### src/rtl/lmsm_sequencer_pkg.sv
// Shared constants and types for the LM/SM micro-op sequencer.
// Holds the opcode values, IR field positions and state encoding.
package lmsm_sequencer_pkg;

  localparam logic [3:0] LM_OPCODE  = 4'b0110;
  localparam logic [3:0] SM_OPCODE  = 4'b0111;
  localparam int         LIST_WIDTH = 8;

  localparam int OPC_MSB = 15;
  localparam int OPC_LSB = 12;
  localparam int RA_MSB  = 11;
  localparam int RA_LSB  = 9;

  typedef enum logic {
    IDLE = 1'b0,
    SEQ  = 1'b1
  } seq_state_e;

  function automatic logic is_multi(input logic [3:0] opc);
    return (opc == LM_OPCODE) || (opc == SM_OPCODE);
  endfunction

endpackage

### src/rtl/lmsm_sequencer_prienc.sv
// Combinational priority encoder over the register list.
// Gives the lowest set index, that bit as a one-hot and an exactly-one-set flag.
module lmsm_sequencer_prienc
  import lmsm_sequencer_pkg::*;
(
  input  logic [LIST_WIDTH-1:0] list_i,
  output logic [2:0]            idx_o,
  output logic [LIST_WIDTH-1:0] lowbit_o,
  output logic                  single_o
);

  // Scanning downward leaves the lowest set bit as the final assignment.
  always_comb begin
    idx_o = '0;
    for (int i = LIST_WIDTH - 1; i >= 0; i--) begin
      if (list_i[i]) idx_o = 3'(i);
    end
  end

  assign lowbit_o = list_i & (~list_i + LIST_WIDTH'(1));
  assign single_o = (list_i != '0) && ((list_i & (list_i - LIST_WIDTH'(1))) == '0);

endmodule

### src/rtl/lmsm_sequencer.sv
// Decode-stage expander for load/store multiple: one micro-op per set list bit,
// first micro-op issued combinationally in the cycle the IR is presented.
module lmsm_sequencer
  import lmsm_sequencer_pkg::*;
(
  input  logic        clk,
  input  logic        reset,
  input  logic [15:0] IR,
  input  logic        IRValid,
  input  logic        hold,
  input  logic        flush,
  output logic        uopValid,
  output logic        uopIsLoad,
  output logic [2:0]  uopRA,
  output logic [2:0]  uopReg,
  output logic [2:0]  uopCount,
  output logic        uopLast,
  output logic        stallFetch,
  output logic        busy
);

  seq_state_e            state_q, state_d;
  logic [LIST_WIDTH-1:0] rem_mask_q, rem_mask_d;
  logic [2:0]            count_q, count_d;
  logic                  is_load_q, is_load_d;
  logic [2:0]            ra_q, ra_d;

  logic                  idle;
  logic [3:0]            opcode;
  logic [LIST_WIDTH-1:0] list;
  logic [LIST_WIDTH-1:0] lowbit;
  logic [2:0]            low_idx;
  logic                  single;
  logic                  act_load;
  logic [2:0]            act_ra;
  logic [2:0]            act_count;
  logic                  uop_v;
  logic                  unused_ir;

  assign unused_ir = IR[8];

  assign idle      = (state_q == IDLE);
  assign opcode    = IR[OPC_MSB:OPC_LSB];
  assign list      = idle ? IR[LIST_WIDTH-1:0] : rem_mask_q;
  assign act_load  = idle ? (opcode == LM_OPCODE) : is_load_q;
  assign act_ra    = idle ? IR[RA_MSB:RA_LSB] : ra_q;
  assign act_count = idle ? 3'd0 : count_q;
  assign uop_v     = !flush && (idle ? (IRValid && is_multi(opcode)) : 1'b1) && (list != '0);

  lmsm_sequencer_prienc u_prienc (
    .list_i   (list),
    .idx_o    (low_idx),
    .lowbit_o (lowbit),
    .single_o (single)
  );

  // IR may stay live while reset is held, so every output is masked by reset.
  assign uopValid   = uop_v && !reset;
  assign uopIsLoad  = act_load && !reset;
  assign uopRA      = reset ? 3'd0 : act_ra;
  assign uopReg     = reset ? 3'd0 : low_idx;
  assign uopCount   = reset ? 3'd0 : act_count;
  assign uopLast    = single && !reset;
  assign stallFetch = uopValid && !single;
  assign busy       = !idle && !reset;

  always_comb begin
    state_d    = state_q;
    rem_mask_d = rem_mask_q;
    count_d    = count_q;
    is_load_d  = is_load_q;
    ra_d       = ra_q;
    if (flush) begin
      state_d    = IDLE;
      rem_mask_d = '0;
      count_d    = '0;
    end else if (!hold) begin
      if (uop_v && !single) begin
        state_d    = SEQ;
        rem_mask_d = list & ~lowbit;
        count_d    = act_count + 3'd1;
        if (idle) begin
          is_load_d = act_load;
          ra_d      = act_ra;
        end
      end else if (uop_v) begin
        state_d    = IDLE;
        rem_mask_d = '0;
        count_d    = '0;
      end
    end
  end

  always_ff @(posedge clk or posedge reset) begin
    if (reset) begin
      state_q    <= IDLE;
      rem_mask_q <= '0;
      count_q    <= '0;
      is_load_q  <= 1'b0;
      ra_q       <= '0;
    end else begin
      state_q    <= state_d;
      rem_mask_q <= rem_mask_d;
      count_q    <= count_d;
      is_load_q  <= is_load_d;
      ra_q       <= ra_d;
    end
  end

endmodule
### config.mk
export PLATFORM = sky130hd
export DESIGN_NAME = lmsm_sequencer
export DESIGN_NICKNAME = d
export VERILOG_FILES = /design/src/rtl/lmsm_sequencer_pkg.sv /design/src/rtl/lmsm_sequencer_prienc.sv /design/src/rtl/lmsm_sequencer.sv
export SDC_FILE = /design/constraint.sdc
export NUM_CORES = 1
export LEC_CHECK = 0
export ABC_CLOCK_PERIOD_IN_PS = 1900
export BUFFER_PORTS_ARGS = -buffer_cell sky130_fd_sc_hd__buf_2
export CAP_MARGIN = 25
export CELL_PAD_IN_SITES_DETAIL_PLACEMENT = 0
export CELL_PAD_IN_SITES_GLOBAL_PLACEMENT = 1
export CORE_MARGIN = 3
export CORE_UTILIZATION = 25
export DETAILED_ROUTE_END_ITERATION = 8
export PLACE_DENSITY = 0.67
export SLEW_MARGIN = 10
export SYNTH_ARGS = -nofsm -noshare
export SYNTH_HDL_FRONTEND = slang
export SYNTH_SLANG_ARGS = --single-unit
### constraint.sdc
create_clock -name clk -period 1.9 [get_ports clk]
set_input_delay 0.285 -clock clk [delete_from_list [all_inputs] [get_ports clk]]
set_output_delay 0.285 -clock clk [all_outputs]
set_load 0.05 [all_outputs]
**After elaboration in Yosys (flattened, before gate mapping)**

Index checks and enable logic that the tools add are counted.
W data, S select, Z words.

- Word-level logic and storage cells: 66
- Register bits after elaboration: 16
- Input port bits: 21

- Equality and inequality tests: 3
- Reduce and logical (&&, ||, !) cells: 19
- Muxes and demuxes: 28
- Add/subtract/negate cells: 3
- Bitwise gates (word level): 8

Operators by type and width:

| kind | count |
|---|---|
| $mux W3 | 17 |
| $mux W8 | 5 |
| $and A8 B8 Y8 | 3 |
| $not A8 Y8 | 2 |
| $logic_and A1 B1 Y1 | 10 |
| $add A8 B1 Y8 const B | 1 |
| $eq A4 B3 Y1 const B | 2 |
| $logic_not A8 Y1 | 1 |
| $reduce_bool A8 Y1 | 1 |
| $sub A8 B1 Y8 const B | 1 |
| $mux W1 | 6 |
| $reduce_and A4 Y1 | 1 |
| $add A3 B1 Y3 const B | 1 |
| $logic_not A1 Y1 | 3 |
| $not A1 Y1 | 3 |
| $reduce_bool A3 Y1 | 1 |
| $ne A2 B1 Y1 const B | 1 |
| $reduce_and A2 Y1 | 1 |
| $logic_or A1 B1 Y1 | 1 |

**Longest topological paths before layout**

- Depth in word-level cells: 10
- Depth in mapped cells: 9
- Mapped depth without buffers: 6

**Cells and area by module**

Synthesis repeated with hierarchy kept, for this count alone.

- Cells, all modules: 155
- Area total of the unflattened synthesis: 1368.8 um2

Modules (own cells, without submodules):

| module | cells an instance | instances | area each (um2) | seq. area each (um2) |
|---|---|---|---|---|
| lmsm_sequencer | 122 | 1 | 1143.6 | 400.4 |
| lmsm_sequencer_prienc | 33 | 1 | 225.2 | 0.0 |

**Worst setup path before layout**

Ideal clock, no wire load.

- Path kind: register -> output
- From: reg state_q
- To: out uopReg[0]
- Path slack: -0.702 ns
- Buffers on the path: 3
- Data arrival time: 2.317 ns
- Stages on the path, launching flop included: 10
- Cells stage by stage: dfrtp_1 buf_6 buf_4 buf_2 mux2_2 a31oi_1 o21bai_1 a21oi_1 o21ai_0 nor2_1

- Longest elaborated chain between the ends: 10

RTL lines:

| what | RTL line | source |
|---|---|---|
| start: declaration | lmsm_sequencer.sv:22 | `seq_state_e state_q, state_d;` |
| start signal: assignment | lmsm_sequencer.sv:102 | `state_q <= state_d;` |
| $mux W8 (*) | lmsm_sequencer.sv:44 | `assign list = idle ? IR[LIST_WIDTH-1:0] : rem_mask_q;` |
| $mux W3 (7 in a row) | lmsm_sequencer_prienc.sv:16 | `if (list_i[i]) idx_o = 3'(i);` |
| $mux W3 (*) | lmsm_sequencer_prienc.sv:16 |  |
| $mux W3 (*) | lmsm_sequencer.sv:61 | `assign uopReg = reset ? 3'd0 : low_idx;` |
| end: declaration | lmsm_sequencer.sv:15 | `output logic [2:0] uopReg,` |

Mark *: on every way between the ends. The rest lies on a longest branch, timed or not.

**Final worst setup path**

- From: reg state_q
- To: out uopValid

- Longest elaborated chain between the ends: 4
- Elaborated cells between the ends (all ways): 6

RTL lines:

| what | RTL line | source |
|---|---|---|
| $mux W8 or $mux W1 (tied branches) | lmsm_sequencer.sv:44, lmsm_sequencer.sv:48 |  |
| $reduce_bool A8 Y1 or $logic_and A1 B1 Y1 (tied branches) | lmsm_sequencer.sv:48 | `assign uop_v = !flush && (idle ? (IRValid && is_multi(opcode)) : 1'b1) && (list != '0);` |
| $logic_and A1 B1 Y1 (*) | lmsm_sequencer.sv:48 |  |
| $logic_and A1 B1 Y1 (*) | lmsm_sequencer.sv:58 | `assign uopValid = uop_v && !reset;` |
| end: declaration | lmsm_sequencer.sv:12 | `output logic uopValid,` |

Marks and branches as above.

==> results.sh <==
export IMPL_die_w_um=78.9
export IMPL_ios=35
export IMPL_drtIter0Drc=33
export IMPL_rsz0062_at_grt="yes"
export IMPL_drtPass1Iterations=4
export IMPL_synthToLayoutAreaGrowth_pct=71.9
export IMPL_final_setup_viol_count=21
export IMPL_slew_headroom_pct=73.8
export IMPL_diodes=0
export IMPL_synth_area_leaders="dfrtp_1 (28%), o21ai_0 (5.6%), nor2_1 (5.4%), mux2_4 (4.5%), nand2_1 (4.2%)"
export IMPL_instances_no_fill=305
export IMPL_drv_slew=0
export IMPL_layout_commonest_cell="buf_4"
export IMPL_path_buf_inv=2
export IMPL_num_rows=25
export IMPL_ys_types=52
export IMPL_grt_pass1_vias=1422
export IMPL_cp_end_kind="primary output"
export IMPL_path_clk_slew_ns=0.06
export IMPL_timing_final_crit_period_ns=2.32
export IMPL_antenna_found_initial=0
export IMPL_cts_buffers=3
export IMPL_synth_fp_nets=173
export IMPL_synthDominantCellAreaShare_pct=28.2
export IMPL_worstPathCellList="buf_4 > nor3_2 > a21oi_2 > or3_4 > and2_4 > and2_4 > buf_6"
export IMPL_nNetsFinal=261
export IMPL_drive_gt1_share_pct=58.0
export IMPL_violations="negative setup slack"
export IMPL_vias=1424
export IMPL_critPathMaxStageDelay_ns=0.46
export IMPL_fin_worst_skew_ns=0.000845
export IMPL_grt_overflow_total=0
export IMPL_die_area_um2=6230
export IMPL_tritoncts="done"
export IMPL_crit_top_cell="and2_4"
export IMPL_synth_seq_cells=15
export IMPL_syn_area_per_cell_um2=8.81
export IMPL_leakagePower_nw=1.04
export IMPL_drtAntennaViolNets=0
export IMPL_postRouteWirelength_um=4220
export IMPL_crit_path_max_fanout=6
export IMPL_finish_utilization_pct=46.3
export IMPL_synth_cell_area_um2=1330
export IMPL_route_detailed_drc=0
export IMPL_netlist_instances=151
export IMPL_layout_common_cells="buf_4 (49), buf_2 (26), nand2_1 (15), dfrtp_1 (14), nor2_1 (11)"
export IMPL_p_per_area_nw_per_um2=494
export IMPL_hold_viol=0
export IMPL_grt_max_degree=18
export IMPL_cts_max_level=1
export IMPL_drv_cap=0
export IMPL_crit_path_top_delay_cell="dfrtp_2"
export IMPL_critPathLaunchType="flop"
export IMPL_post_route_period_util_pct=122
export IMPL_clk_path_buf_depth=2
export IMPL_hpwl_um=3050
export IMPL_crit_arrival_ns=2.03
export IMPL_cts_sinks=15
export IMPL_dieHeight_um=78.9
export IMPL_crit_required_ns=1.62
export IMPL_gp_congestion=0.807
export IMPL_fmax_mhz=432
export IMPL_port_buffers=33
export IMPL_start_util_pct=26.9
export IMPL_post_drt_wl_per_cell_um=13.8
export IMPL_synth_top_area_cell="dfrtp_1"
export IMPL_drt_vias_per_instance=4.67
export IMPL_holdWs_ns=0.130
export IMPL_cpLargestDelayFamily="simple AND/OR/NAND/NOR gates"
export IMPL_vdd_ir_drop_max_uv=266
export IMPL_tightestPinTransition_ns=0.392
export IMPL_synth_yosys_seq_area_share_pct=28.2
export IMPL_track_usage_pct=14.3
export IMPL_holdCritPathClass="in2async"
export IMPL_clk_latency_ns=0.25
export IMPL_grt_pass1_wl_um=6980
export IMPL_root_buffer="clkbuf_8"
export IMPL_critical_path_class="reg2out"
export IMPL_postLayoutSetupSlackWorst_ns=-0.417
export IMPL_outcome="finished, violations left"
export IMPL_synth_warnings=0
export IMPL_nFillCells=505
export IMPL_core_um2=4940
export IMPL_place_inst=290
==> path summary, 6_finish.rpt <==
check | endpoint | depth (start not counted) | startpoint | slack (ns)
hold / removal | count_q[2] | 3 | reset | 0.13
setup reg to reg | rem_mask_q[2] | 10 | state_q | -0.31
min in group clk | ra_q[2] | 2 | IR[11] | 0.28
max in group asynchronous | state_q | 3 | reset | 0.92
hold reg to reg | count_q[0] | 2 | count_q[0] | 0.50
setup / recovery | uopValid | 7 | state_q | -0.42
==> layout make-up <==
cell class / instances / area (um2) / area share (%)
flip-flops and latches: 15 / 377 / 16.5
well taps: 67 / 83.8 / 3.67
repair buffers: 90 / 678 / 29.7
clock buffers: 4 / 45.0 / 1.97
multi-input cells: 124 / 1080 / 47.2
inverters: 5 / 22.5 / 0.985
==> worst reg2reg max path, cell delays in order, from the launching register on <==
cell	delay [ns]
dfrtp_2	0.46
buf_4	0.19
nor3_2	0.19
a21oi_2	0.06
or3_4	0.40
buf_4	0.14
buf_4	0.13
a21oi_4	0.19
buf_6	0.15
o31a_1	0.13
o21ai_1	0.05
==> flip-flops by register name, indices dropped and copies added (netlist names) <==
signal	flops
count_q	3
is_load_q	1
ra_q	3
rem_mask_q	7
state_q	1
==> Yosys cell counts, drive strengths merged <==
| library cell | n |
|---|---|
| nor2 | 19 |
| nand2 | 16 |
| dfrtp | 15 |
| o21ai | 15 |
| a21oi | 9 |
| nor3 | 8 |
| buf | 6 |
| mux2 | 6 |
| inv | 5 |
| mux2i | 5 |
| and2 | 4 |
| and3 | 4 |
| nand4b | 3 |
| a31oi | 2 |
| nand3 | 2 |
| nand3b | 2 |
| nand4 | 2 |
| nor3b | 2 |
| nor4 | 2 |
| o22ai | 2 |
| or3 | 2 |
| xor2 | 2 |
| a2111oi | 1 |
| a21o | 1 |
| a221oi | 1 |
| and2b | 1 |
| clkbuf | 1 |
| ha | 1 |
| maj3 | 1 |
| nand2b | 1 |
| o2111ai | 1 |
| o211ai | 1 |
| o21bai | 1 |
| o22a | 1 |
| o311ai | 1 |
| o31a | 1 |
| o31ai | 1 |
| o41ai | 1 |
| or3b | 1 |
| xnor2 | 1 |
==> cells by family after synthesis <==
logic type / after synthesis / share of synthesized area [%]
fa+ha+maj: 2 / 1.69
simple gates: 69 / 30.6
mux: 11 / 9.97
buf+inv: 12 / 5.46
flops: 15 / 28.2
xor+xnor: 3 / 1.98
compound gates: 39 / 22.1
==> where the power goes <==
| part | internal, W | switching (W) | total, W |
|---|---|---|---|
| Sequential | 0.000357 | 0.0000266 | 0.000383 |
| Clock | 0.000148 | 0.000113 | 0.000261 |
| Combinational | 0.000242 | 0.000244 | 0.000485 |
==> routing by layer <==
layer  up-vias  track usage [%]  wire (um)
met5         -                0          0
met4         0             5.15         69
met3         6             1.70        145
met2        28             21.8       1970
met1       659             20.7       2040
li1        731                -          -
==> through the flow <==
step	setup TNS, ns	setup slack (ns)	total power [W]	cell area (um2)
final	-5.82	-0.417	0.00113	2290
after global routing	-7.55	-0.484	0.00120	2290
after CTS	-5.54	-0.414	0.00111	2180
after detailed placement	-5.01	-0.346	0.000794	1960
after global placement	-4.66	-0.370	0.000793	1960
after floorplan	-1.17	-0.308	0.000643	1420
==> what timing repair did <==
| item | 4_1_cts | 5_1_grt |
|---|---|---|
| buffers inserted | 6 | 4 |
| hold buffers | 1 | 0 |
| hold endpoints to repair | 8 | 0 |
| pin swaps | 10 | 7 |
| resized for setup | 28 | 30 |
| setup endpoints to repair | 21 | 22 |
Power figures use the tool's default switching activity.
